[config.mk]
export PLATFORM = sky130hd
export DESIGN_NAME = mem_scheduler_flat
export DESIGN_NICKNAME = d
export VERILOG_FILES = /design/src/rtl/mem_sched_if.sv /design/src/rtl/mem_scheduler.sv /design/src/flat_wrapper.sv
export SDC_FILE = /design/constraint.sdc
export NUM_CORES = 1
export LEC_CHECK = 0
export CAP_MARGIN = 5
export CORE_AREA = 2 2 181 183
export DETAILED_ROUTE_END_ITERATION = 12
export DIE_AREA = 0 0 183 185
export PLACE_DENSITY = 0.62
export RECOVER_POWER = 50
export SLEW_MARGIN = 25
export SYNTH_ARGS = -nofsm -noshare
export SYNTH_HDL_FRONTEND = slang
export SYNTH_SLANG_ARGS = --single-unit
[constraint.sdc]
create_clock -name clk -period 8.3 [get_ports clk]
set_clock_uncertainty 0.2 [all_clocks]
set_input_delay 1.245 -clock clk [delete_from_list [all_inputs] [get_ports clk]]
set_output_delay 1.245 -clock clk [all_outputs]
set_load 0.05 [all_outputs]
[src/rtl/mem_sched_if.sv]
// Bus bundle between the memory scheduler, the cache miss ports and the main-memory port.
// master: the scheduler side; slave: the caches and memory it serves.
`ifndef MEMORY_WIDTH
`define MEMORY_WIDTH 64
`endif

interface mem_sched_if #(
  parameter int unsigned WIDTH = `MEMORY_WIDTH
);
  logic             ic_read_req;
  logic [31:0]      ic_read_addr;
  logic             ic_read_ack;
  logic [WIDTH-1:0] ic_read_data;
  logic             dc_read_req;
  logic [31:0]      dc_read_addr;
  logic             dc_read_ack;
  logic [WIDTH-1:0] dc_read_data;
  logic             dc_write_req;
  logic [31:0]      dc_write_addr;
  logic [WIDTH-1:0] dc_write_data;
  logic             dc_write_ack;
  logic             mem_enable;
  logic             mem_rw;
  logic             mem_ack;
  logic [31:0]      mem_addr;
  logic [WIDTH-1:0] mem_data_in;
  logic [WIDTH-1:0] mem_data_out;
  logic             busy;
  logic             timeout_err;

  modport master (
    input  ic_read_req, ic_read_addr, dc_read_req, dc_read_addr,
           dc_write_req, dc_write_addr, dc_write_data, mem_ack, mem_data_out,
    output ic_read_ack, ic_read_data, dc_read_ack, dc_read_data, dc_write_ack,
           mem_enable, mem_rw, mem_addr, mem_data_in, busy, timeout_err
  );

  modport slave (
    output ic_read_req, ic_read_addr, dc_read_req, dc_read_addr,
           dc_write_req, dc_write_addr, dc_write_data, mem_ack, mem_data_out,
    input  ic_read_ack, ic_read_data, dc_read_ack, dc_read_data, dc_write_ack,
           mem_enable, mem_rw, mem_addr, mem_data_in, busy, timeout_err
  );
endinterface

[src/rtl/mem_scheduler.sv]
// Round-robin arbiter sharing one main-memory port between I-cache fills, D-cache fills and
// D-cache write-backs, one transaction at a time, with a watchdog on unacknowledged accesses.
module mem_scheduler #(
  parameter int unsigned WIDTH   = `MEMORY_WIDTH,
  parameter int unsigned TIMEOUT = 255
) (
  input logic          clk,
  input logic          reset,
  mem_sched_if.master  bus
);

  typedef enum logic [1:0] {StIdle, StIssue, StResp} state_e;

  state_e           state_q;
  logic [1:0]       last_grant_q;
  logic [1:0]       grant_q;
  logic [31:0]      addr_q;
  logic             rw_q;
  logic [WIDTH-1:0] wdata_q;
  logic [WIDTH-1:0] rdata_q;
  logic [31:0]      wdog_q;
  logic             timeout_err_q;

  logic [2:0]  req;
  logic [1:0]  grant_d;
  logic [31:0] addr_sel;
  logic        wdog_expired;
  logic        in_issue;
  logic        in_resp;
  int          idx;

  assign req = {bus.dc_write_req, bus.dc_read_req, bus.ic_read_req};

  // Walk the rotation backwards so the candidate right after last_grant is written last and wins.
  always_comb begin
    grant_d = last_grant_q;
    idx     = 0;
    for (int i = 3; i >= 1; i--) begin
      idx = (int'(last_grant_q) + i) % 3;
      if (req[idx[1:0]]) grant_d = idx[1:0];
    end
  end

  always_comb begin
    unique case (grant_d)
      2'd0:    addr_sel = bus.ic_read_addr;
      2'd1:    addr_sel = bus.dc_read_addr;
      default: addr_sel = bus.dc_write_addr;
    endcase
  end

  assign wdog_expired = (TIMEOUT != 0) && (wdog_q == 32'(TIMEOUT - 1));

  always_ff @(posedge clk) begin
    if (reset) begin
      state_q       <= StIdle;
      last_grant_q  <= 2'd2;
      grant_q       <= 2'd0;
      addr_q        <= '0;
      rw_q          <= 1'b0;
      wdata_q       <= '0;
      rdata_q       <= '0;
      wdog_q        <= '0;
      timeout_err_q <= 1'b0;
    end else begin
      unique case (state_q)
        StIdle: begin
          if (|req) begin
            grant_q      <= grant_d;
            last_grant_q <= grant_d;
            addr_q       <= addr_sel;
            rw_q         <= (grant_d != 2'd2);
            wdata_q      <= (grant_d == 2'd2) ? bus.dc_write_data : '0;
            state_q      <= StIssue;
          end
        end
        StIssue: begin
          // A completion on the final watchdog cycle takes priority over the abort.
          if (bus.mem_ack) begin
            if (rw_q) rdata_q <= bus.mem_data_out;
            wdog_q  <= '0;
            state_q <= StResp;
          end else if (wdog_expired) begin
            rdata_q       <= '0;
            timeout_err_q <= 1'b1;
            wdog_q        <= '0;
            state_q       <= StResp;
          end else begin
            wdog_q <= wdog_q + 32'd1;
          end
        end
        StResp:  state_q <= StIdle;
        default: state_q <= StIdle;
      endcase
    end
  end

  assign in_issue = (state_q == StIssue);
  assign in_resp  = (state_q == StResp);

  assign bus.mem_enable   = in_issue;
  assign bus.mem_rw       = in_issue & rw_q;
  assign bus.mem_addr     = in_issue ? addr_q : '0;
  assign bus.mem_data_in  = in_issue ? wdata_q : '0;
  assign bus.ic_read_ack  = in_resp && (grant_q == 2'd0);
  assign bus.dc_read_ack  = in_resp && (grant_q == 2'd1);
  assign bus.dc_write_ack = in_resp && (grant_q == 2'd2);
  assign bus.ic_read_data = rdata_q;
  assign bus.dc_read_data = rdata_q;
  assign bus.busy         = (state_q != StIdle);
  assign bus.timeout_err  = timeout_err_q;

endmodule

[src/flat_wrapper.sv]
// flat-port wrapper written by rule: the top's interface ports become plain ports
module mem_scheduler_flat 
#(
  parameter int unsigned WIDTH   = `MEMORY_WIDTH,
  parameter int unsigned TIMEOUT = 255
)
  (clk, reset, bus_ic_read_req, bus_ic_read_addr, bus_dc_read_req, bus_dc_read_addr, bus_dc_write_req, bus_dc_write_addr, bus_dc_write_data, bus_mem_ack, bus_mem_data_out, bus_ic_read_ack, bus_ic_read_data, bus_dc_read_ack, bus_dc_read_data, bus_dc_write_ack, bus_mem_enable, bus_mem_rw, bus_mem_addr, bus_mem_data_in, bus_busy, bus_timeout_err);
  mem_sched_if #(.WIDTH(WIDTH)) bus_i ();
  input logic clk;
  input logic reset;
  input wire logic [$bits(bus_i.ic_read_req)-1:0] bus_ic_read_req;
  input wire logic [$bits(bus_i.ic_read_addr)-1:0] bus_ic_read_addr;
  input wire logic [$bits(bus_i.dc_read_req)-1:0] bus_dc_read_req;
  input wire logic [$bits(bus_i.dc_read_addr)-1:0] bus_dc_read_addr;
  input wire logic [$bits(bus_i.dc_write_req)-1:0] bus_dc_write_req;
  input wire logic [$bits(bus_i.dc_write_addr)-1:0] bus_dc_write_addr;
  input wire logic [$bits(bus_i.dc_write_data)-1:0] bus_dc_write_data;
  input wire logic [$bits(bus_i.mem_ack)-1:0] bus_mem_ack;
  input wire logic [$bits(bus_i.mem_data_out)-1:0] bus_mem_data_out;
  output wire logic [$bits(bus_i.ic_read_ack)-1:0] bus_ic_read_ack;
  output wire logic [$bits(bus_i.ic_read_data)-1:0] bus_ic_read_data;
  output wire logic [$bits(bus_i.dc_read_ack)-1:0] bus_dc_read_ack;
  output wire logic [$bits(bus_i.dc_read_data)-1:0] bus_dc_read_data;
  output wire logic [$bits(bus_i.dc_write_ack)-1:0] bus_dc_write_ack;
  output wire logic [$bits(bus_i.mem_enable)-1:0] bus_mem_enable;
  output wire logic [$bits(bus_i.mem_rw)-1:0] bus_mem_rw;
  output wire logic [$bits(bus_i.mem_addr)-1:0] bus_mem_addr;
  output wire logic [$bits(bus_i.mem_data_in)-1:0] bus_mem_data_in;
  output wire logic [$bits(bus_i.busy)-1:0] bus_busy;
  output wire logic [$bits(bus_i.timeout_err)-1:0] bus_timeout_err;
  assign bus_i.ic_read_req = bus_ic_read_req;
  assign bus_i.ic_read_addr = bus_ic_read_addr;
  assign bus_i.dc_read_req = bus_dc_read_req;
  assign bus_i.dc_read_addr = bus_dc_read_addr;
  assign bus_i.dc_write_req = bus_dc_write_req;
  assign bus_i.dc_write_addr = bus_dc_write_addr;
  assign bus_i.dc_write_data = bus_dc_write_data;
  assign bus_i.mem_ack = bus_mem_ack;
  assign bus_i.mem_data_out = bus_mem_data_out;
  assign bus_ic_read_ack = bus_i.ic_read_ack;
  assign bus_ic_read_data = bus_i.ic_read_data;
  assign bus_dc_read_ack = bus_i.dc_read_ack;
  assign bus_dc_read_data = bus_i.dc_read_data;
  assign bus_dc_write_ack = bus_i.dc_write_ack;
  assign bus_mem_enable = bus_i.mem_enable;
  assign bus_mem_rw = bus_i.mem_rw;
  assign bus_mem_addr = bus_i.mem_addr;
  assign bus_mem_data_in = bus_i.mem_data_in;
  assign bus_busy = bus_i.busy;
  assign bus_timeout_err = bus_i.timeout_err;
  mem_scheduler #(.WIDTH(WIDTH), .TIMEOUT(TIMEOUT)) u_core (.clk(clk), .reset(reset), .bus(bus_i));
endmodule
# Yosys cells after proc, flatten, opt, wreduce, memory -nomap -nowiden
# Cells that the tools add are included.
# totals
reg_bits,200
in_bits,230
out_inout_bits,231
word_cells,67
# classes
add_sub_neg,4
n_div,3
magnitude_cmp,3
n_eq_ne,11
muxes,22
bitwise_logic,2
reduce_logical,13
# ops
op,n
2-to-1 mux 64 bit,5
"modulo 32 x 3 -> 32 bit, second input constant",3
2-to-1 mux 32 bit,3
case mux 32 bit (2 select lines),1
"adder 32 x 1 -> 32 bit, second input constant",1
"equality test 32 x 8 -> 1 bit, second input constant",1
2-to-1 mux 2 bit,6
"< comparator 2 x 3 -> 1 bit, second input constant",3
"adder 2 x 2 -> 3 bit, second input constant",2
binary-select mux 1 bit (select 2 bit),3
"equality test 2 x 1 -> 1 bit, second input constant",3
"equality test 2 bit, second input constant",3
logical NOT 2 bit,3
AND reduction 3 bit,2
"!= test 2 x 1 -> 1 bit, second input constant",2
case mux 2 bit (2 select lines),1
AND reduction 2 bit,2
nonzero test 2 bit,2
"adder 2 x 1 -> 3 bit, second input constant",1
logical AND 1 bit,3
2-to-1 mux 1 bit,3
"!= test 3 x 2 -> 1 bit, second input constant",1
OR reduction 3 bit,1
"!= test 2 bit, second input constant",1
2 further kinds,2

# Logic depth before layout (Yosys ltp)
# logic_depth
ltp_word,9
mapped_depth,12
depth_no_buf,8

# Worst setup path after synthesis
# OpenSTA, ideal clock, no wires.
# synth_timing
kind,flip-flop to output port
from,register u_core.state_q[1]
to,output port bus_mem_addr[22]
t_arrival_ns,1.758
t_required_ns,6.855
slack_ns,5.097
path_stages_with_launch,6
n_path_buf,2
cell_sequence,dfxtp_1 nand2b_1 buf_2 inv_2 clkbuf_1 and2_1
# synth_between
elab_chain_cells,2
# synth_lines
element,line,rtl
"start, declared",mem_scheduler.sv:14,state_e state_q;
"start signal, assigned",mem_scheduler.sv:56,state_q <= StIdle;
"start signal, assigned",mem_scheduler.sv:74,state_q <= StIssue;
"start signal, assigned",mem_scheduler.sv:82,state_q <= StResp;
equality test 2 x 1 -> 1 bit,mem_scheduler.sv:98,assign in_issue = (state_q == StIssue);
named net bus_mem_enable,flat_wrapper.sv:25,output wire logic [$bits(bus_i.mem_enable)-1:0] bus_mem_enable;
2-to-1 mux 32 bit,mem_scheduler.sv:103,assign bus.mem_addr = in_issue ? addr_q : '0;
"end, declared",flat_wrapper.sv:27,output wire logic [$bits(bus_i.mem_addr)-1:0] bus_mem_addr;
# The timed path passes the listed nets, and every way through them passes these cells.

# Worst setup path in the final report
# layout_timing
from,input port bus_dc_read_req
to,register u_core.addr_q[16]
# layout_between
elab_chain_cells,7
word_cells_on_any_way,14
classes_between,eq/ne (1); mux (10); reduce/logical (3)
# layout_lines
element,line,rtl
"start, declared",flat_wrapper.sv:13,input wire logic [$bits(bus_i.dc_read_req)-1:0] bus_dc_read_req;
binary-select mux 1 bit (select 2 bit),mem_scheduler.sv:40,if (req[idx[1:0]]) grant_d = idx[1:0];
2-to-1 mux 1 bit (not written as such),mem_scheduler.sv:40,
2-to-1 mux 2 bit (3 in series),mem_scheduler.sv:40,
equality test 2 x 1 -> 1 bit / logical NOT 2 bit (equally long branches),mem_scheduler.sv:45,unique case (grant_d)
case mux 32 bit (2 select lines),mem_scheduler.sv:45,
"end signal, assigned",mem_scheduler.sv:71,addr_q <= addr_sel;
"end, declared",mem_scheduler.sv:17,logic [31:0] addr_q;
# Parallel ways exist; a longest one is shown, timed or not. The select of a mux whose other input is x is not followed.
# A chain may end at the register's enable or synchronous reset.

==> metrics.txt <==
Clock power frac=30.8%; # fillers=about 3100; crit path DAT=approximately 5.5 ns; post-place instance area=between 10000 and 15000 um^2; hold_buf cts=0; Worst VDD drop=roughly 0.13 mV; Psw=about 1000 uW; Critical Path Start Type=input port; routing usage on met1=around a quarter; Worst Path Max Fanout=70; fmax=~180 MHz; drc violations=0; Finished Core Util=between 40 and 50%; Syn Nets=1240; Hold Path Class=reg2reg; I/O Buffers=460; failing checks=capacitance limit, slew limit; Final Hold Viols=0; required time of the critical path=8.41 ns; yosys warns=0; die extent in y=between 150 and 200 um; Sequential Power Share=39.5%; post-place setup slack=about 3.9 ns; CP Class=in2reg; die area=about 34000 um^2; Clk Latency, worst-skew pair=about 0.43 ns; Post-Synthesis Cells=1005; # nets final=approximately 1600; period utilization=between 60% and 70%; Pleak=5.548 nW; post-synthesis cell type count=about 50; multi-input combinational cell area=around 4300 um^2; Worst Setup End Kind=flip-flop; initial antenna violation count=0; Post-Syn Area=9164 um^2; slowest cell on the critical path=clkbuf_1; internal power=1.864 mW; register area share after synthesis=approximately 43%; Yosys top cell area share=between 40% and 50%; Final HPWL DP=25.04 mm; GPL Wtd Cong=around 0.83; placed cells=1736; Hold Path Stages=1; std cell rows=66; Power Density=200.5 nW/um^2; H-tree levels=4; Synth async-reset ratio=0%; number of setup buffers added after CTS=0; Slew HR=-144.3%; Final min period=roughly 5.4 ns; Final Max Tran Viols=208; leading area contributor after synthesis=dfxtp_1; Non-Filler Instances=1770; I/O pin total=between 400 and 500; crit path to=u_core.addr_q[16]; Starting Density=between 20 and 30%; Routed Antenna Nets=0; drt first pass iters=5; Detailed Route Iter0 Violations=534; Clock Tree Buf Depth=2; Switching Share=around a third; family with the most delay on the worst path=buffers and inverters; CP max stage delay=2.61 ns; via-per-instance ratio=between 5 and 6; grt peak-use layer=met2; CTS Sinks=between 150 and 200; first-pass GRT wire length=approximately 51 mm; met3 Use GR=5.309%; routed vias=a little under 9000; Sequential Area=~4000 um^2; WP buf/inv=2; WL final=approximately 35 mm; Syn Area/Cell=between 9 and 10 um^2; core area=32040 um^2; share of post-route cells with drive strength above 1=6.029%; CTS tree=yes; top area cells in the synthesized netlist=dfxtp_1, and2_1, a22o_1, a22oi_1, buf_4; Die X=about 180 um; RSZ-0062 raised after global routing=no; GRT Total Usage=between 10% and 20%; Overflow after GRT=0; clk slew on worst S/H paths=about 0.080 ns; largest net degree at the start of global routing=80; final worst-path setup slack=about 2.9 ns; Max-cap violations=3; post_cts resized=0; dominant synthesized flop cell=dfxtp_1; Setup TNS Final=0 ns; reg2reg end=u_core.bus.dc_read_data[7]; post-synthesis to final-layout area growth=54.36%; critical path launch point=bus_dc_read_req; M2 GR Usage=roughly a third; WL per Instance=between 15 and 20 um; FF-to-FF path depth=8; Synth Register Bits=199; Final setup violation count=0; Synth top cells by count=dfxtp_1, and2_1, nor2_1; CTS Buf Count=17; worst-path cell chain=dlygate4sd3_1 > nor3_1 > nor2_4 > clkbuf_1 > nand4_1 > o221ai_2; combinational fraction of design power=between 20 and 30%; reg2reg setup slack=roughly 3.5 ns; most common cell in the netlist=dfxtp_1; status=complete, but fails checks; Post-synth EDFFs=0; vias in the first global route=~8500; Stages on worst setup path=6; CTS Root Cell=clkbuf_16; final instance area=~14000 um^2; Worst-Margin Slew=around 3.7 ns; reg-to-reg startpoint=u_core.state_q[1]
-- power groups by stage --
stage	combinational [mW]	sequential (mW)	clock [mW]
floorplan	0.542	1.15	0
global placement	0.844	1.14	0
detailed placement	0.856	1.14	0
CTS	0.859	1.12	0.899
global route	0.897	1.13	0.940
finish	0.842	1.12	0.874
-- sequential cells by signal, summed over array words and instances (netlist names) --
signal                   count
u_core.last_grant_q          2
u_core.bus.dc_read_data     64
u_core.grant_q               1
u_core.bus.timeout_err       1
u_core.wdog_q               32
u_core.state_q               2
u_core.rw_q                  1
u_core.wdata_q              64
u_core.addr_q               32
-- worst min-delay path by stage --
| stage | slack, ns | endpoint | from |
|---|---|---|---|
| 2_1_floorplan | 0.23 | u_core.wdog_q[31] | u_core.wdog_q[31] |
| 3_3_place_gp | 0.25 | u_core.wdata_q[12] | u_core.wdata_q[12] |
| 3_5_place_dp | 0.25 | u_core.wdata_q[15] | u_core.wdata_q[15] |
| 4_1_cts | 0.27 | u_core.wdata_q[12] | u_core.wdata_q[12] |
| 5_1_grt | 0.29 | u_core.wdata_q[12] | u_core.wdata_q[12] |
| 6_report | 0.27 | u_core.wdata_q[13] | u_core.wdata_q[13] |
-- final cells by class --
| cell class | instances | area share (%) |
|---|---|---|
| Antenna cell | 2 | 0.03538 |
| Clock buffer | 18 | 3.105 |
| Clock inverter | 14 | 1.141 |
| Inverter | 8 | 0.2123 |
| Multi-Input combinational cell | 649 | 30.69 |
| Sequential cell | 199 | 28.16 |
| Tap cell | 408 | 3.609 |
| Timing Repair Buffer | 472 | 33.04 |
-- cell usage in the layout (no fill, tap or decap), types with 5 or more instances in the layout --
cell type	n
nor3_1	10
o21ai_1	20
o221ai_2	30
a22oi_1	64
o21ai_0	25
clkdlybuf4s50_1	327
clkbuf_1	5
and4_1	5
and2_1	100
nor4_1	6
a22o_1	64
nand4_1	47
buf_4	8
dlygate4sd3_1	132
nor2_1	88
clkbuf_16	17
dfxtp_1	199
mux2i_1	32
a31oi_1	16
a21oi_1	20
ha_1	5
nand3_1	8
nand2_1	59
inv_1	6
-- stage by stage --
step / hold WS [ns] / power (mW)
final: 0.2688 / 2.835
after global routing: 0.2887 / 2.969
after CTS: 0.2716 / 2.877
after detailed placement: 0.2485 / 1.998
after global placement: 0.2473 / 1.986
after floorplan: 0.2301 / 1.692
-- kinds of logic after synthesis --
family,synth area share [%]
AND/OR/NAND/NOR,20.13
AO/OA/AOI/OAI,22.53
flip-flops,43.47
buffers and inverters,9.503
multiplexers,3.495
adder cells (fa/ha/maj),0.6827
XOR/XNOR,0.1912
-- routing by layer --
layer  part of all wire (%)  vias up
li1                       -     4259
met1                     42     4216
met2                     50      367
met3                    7.3       17
met4                    1.1        0
met5                      0        -
Power figures use the tool's default switching activity.
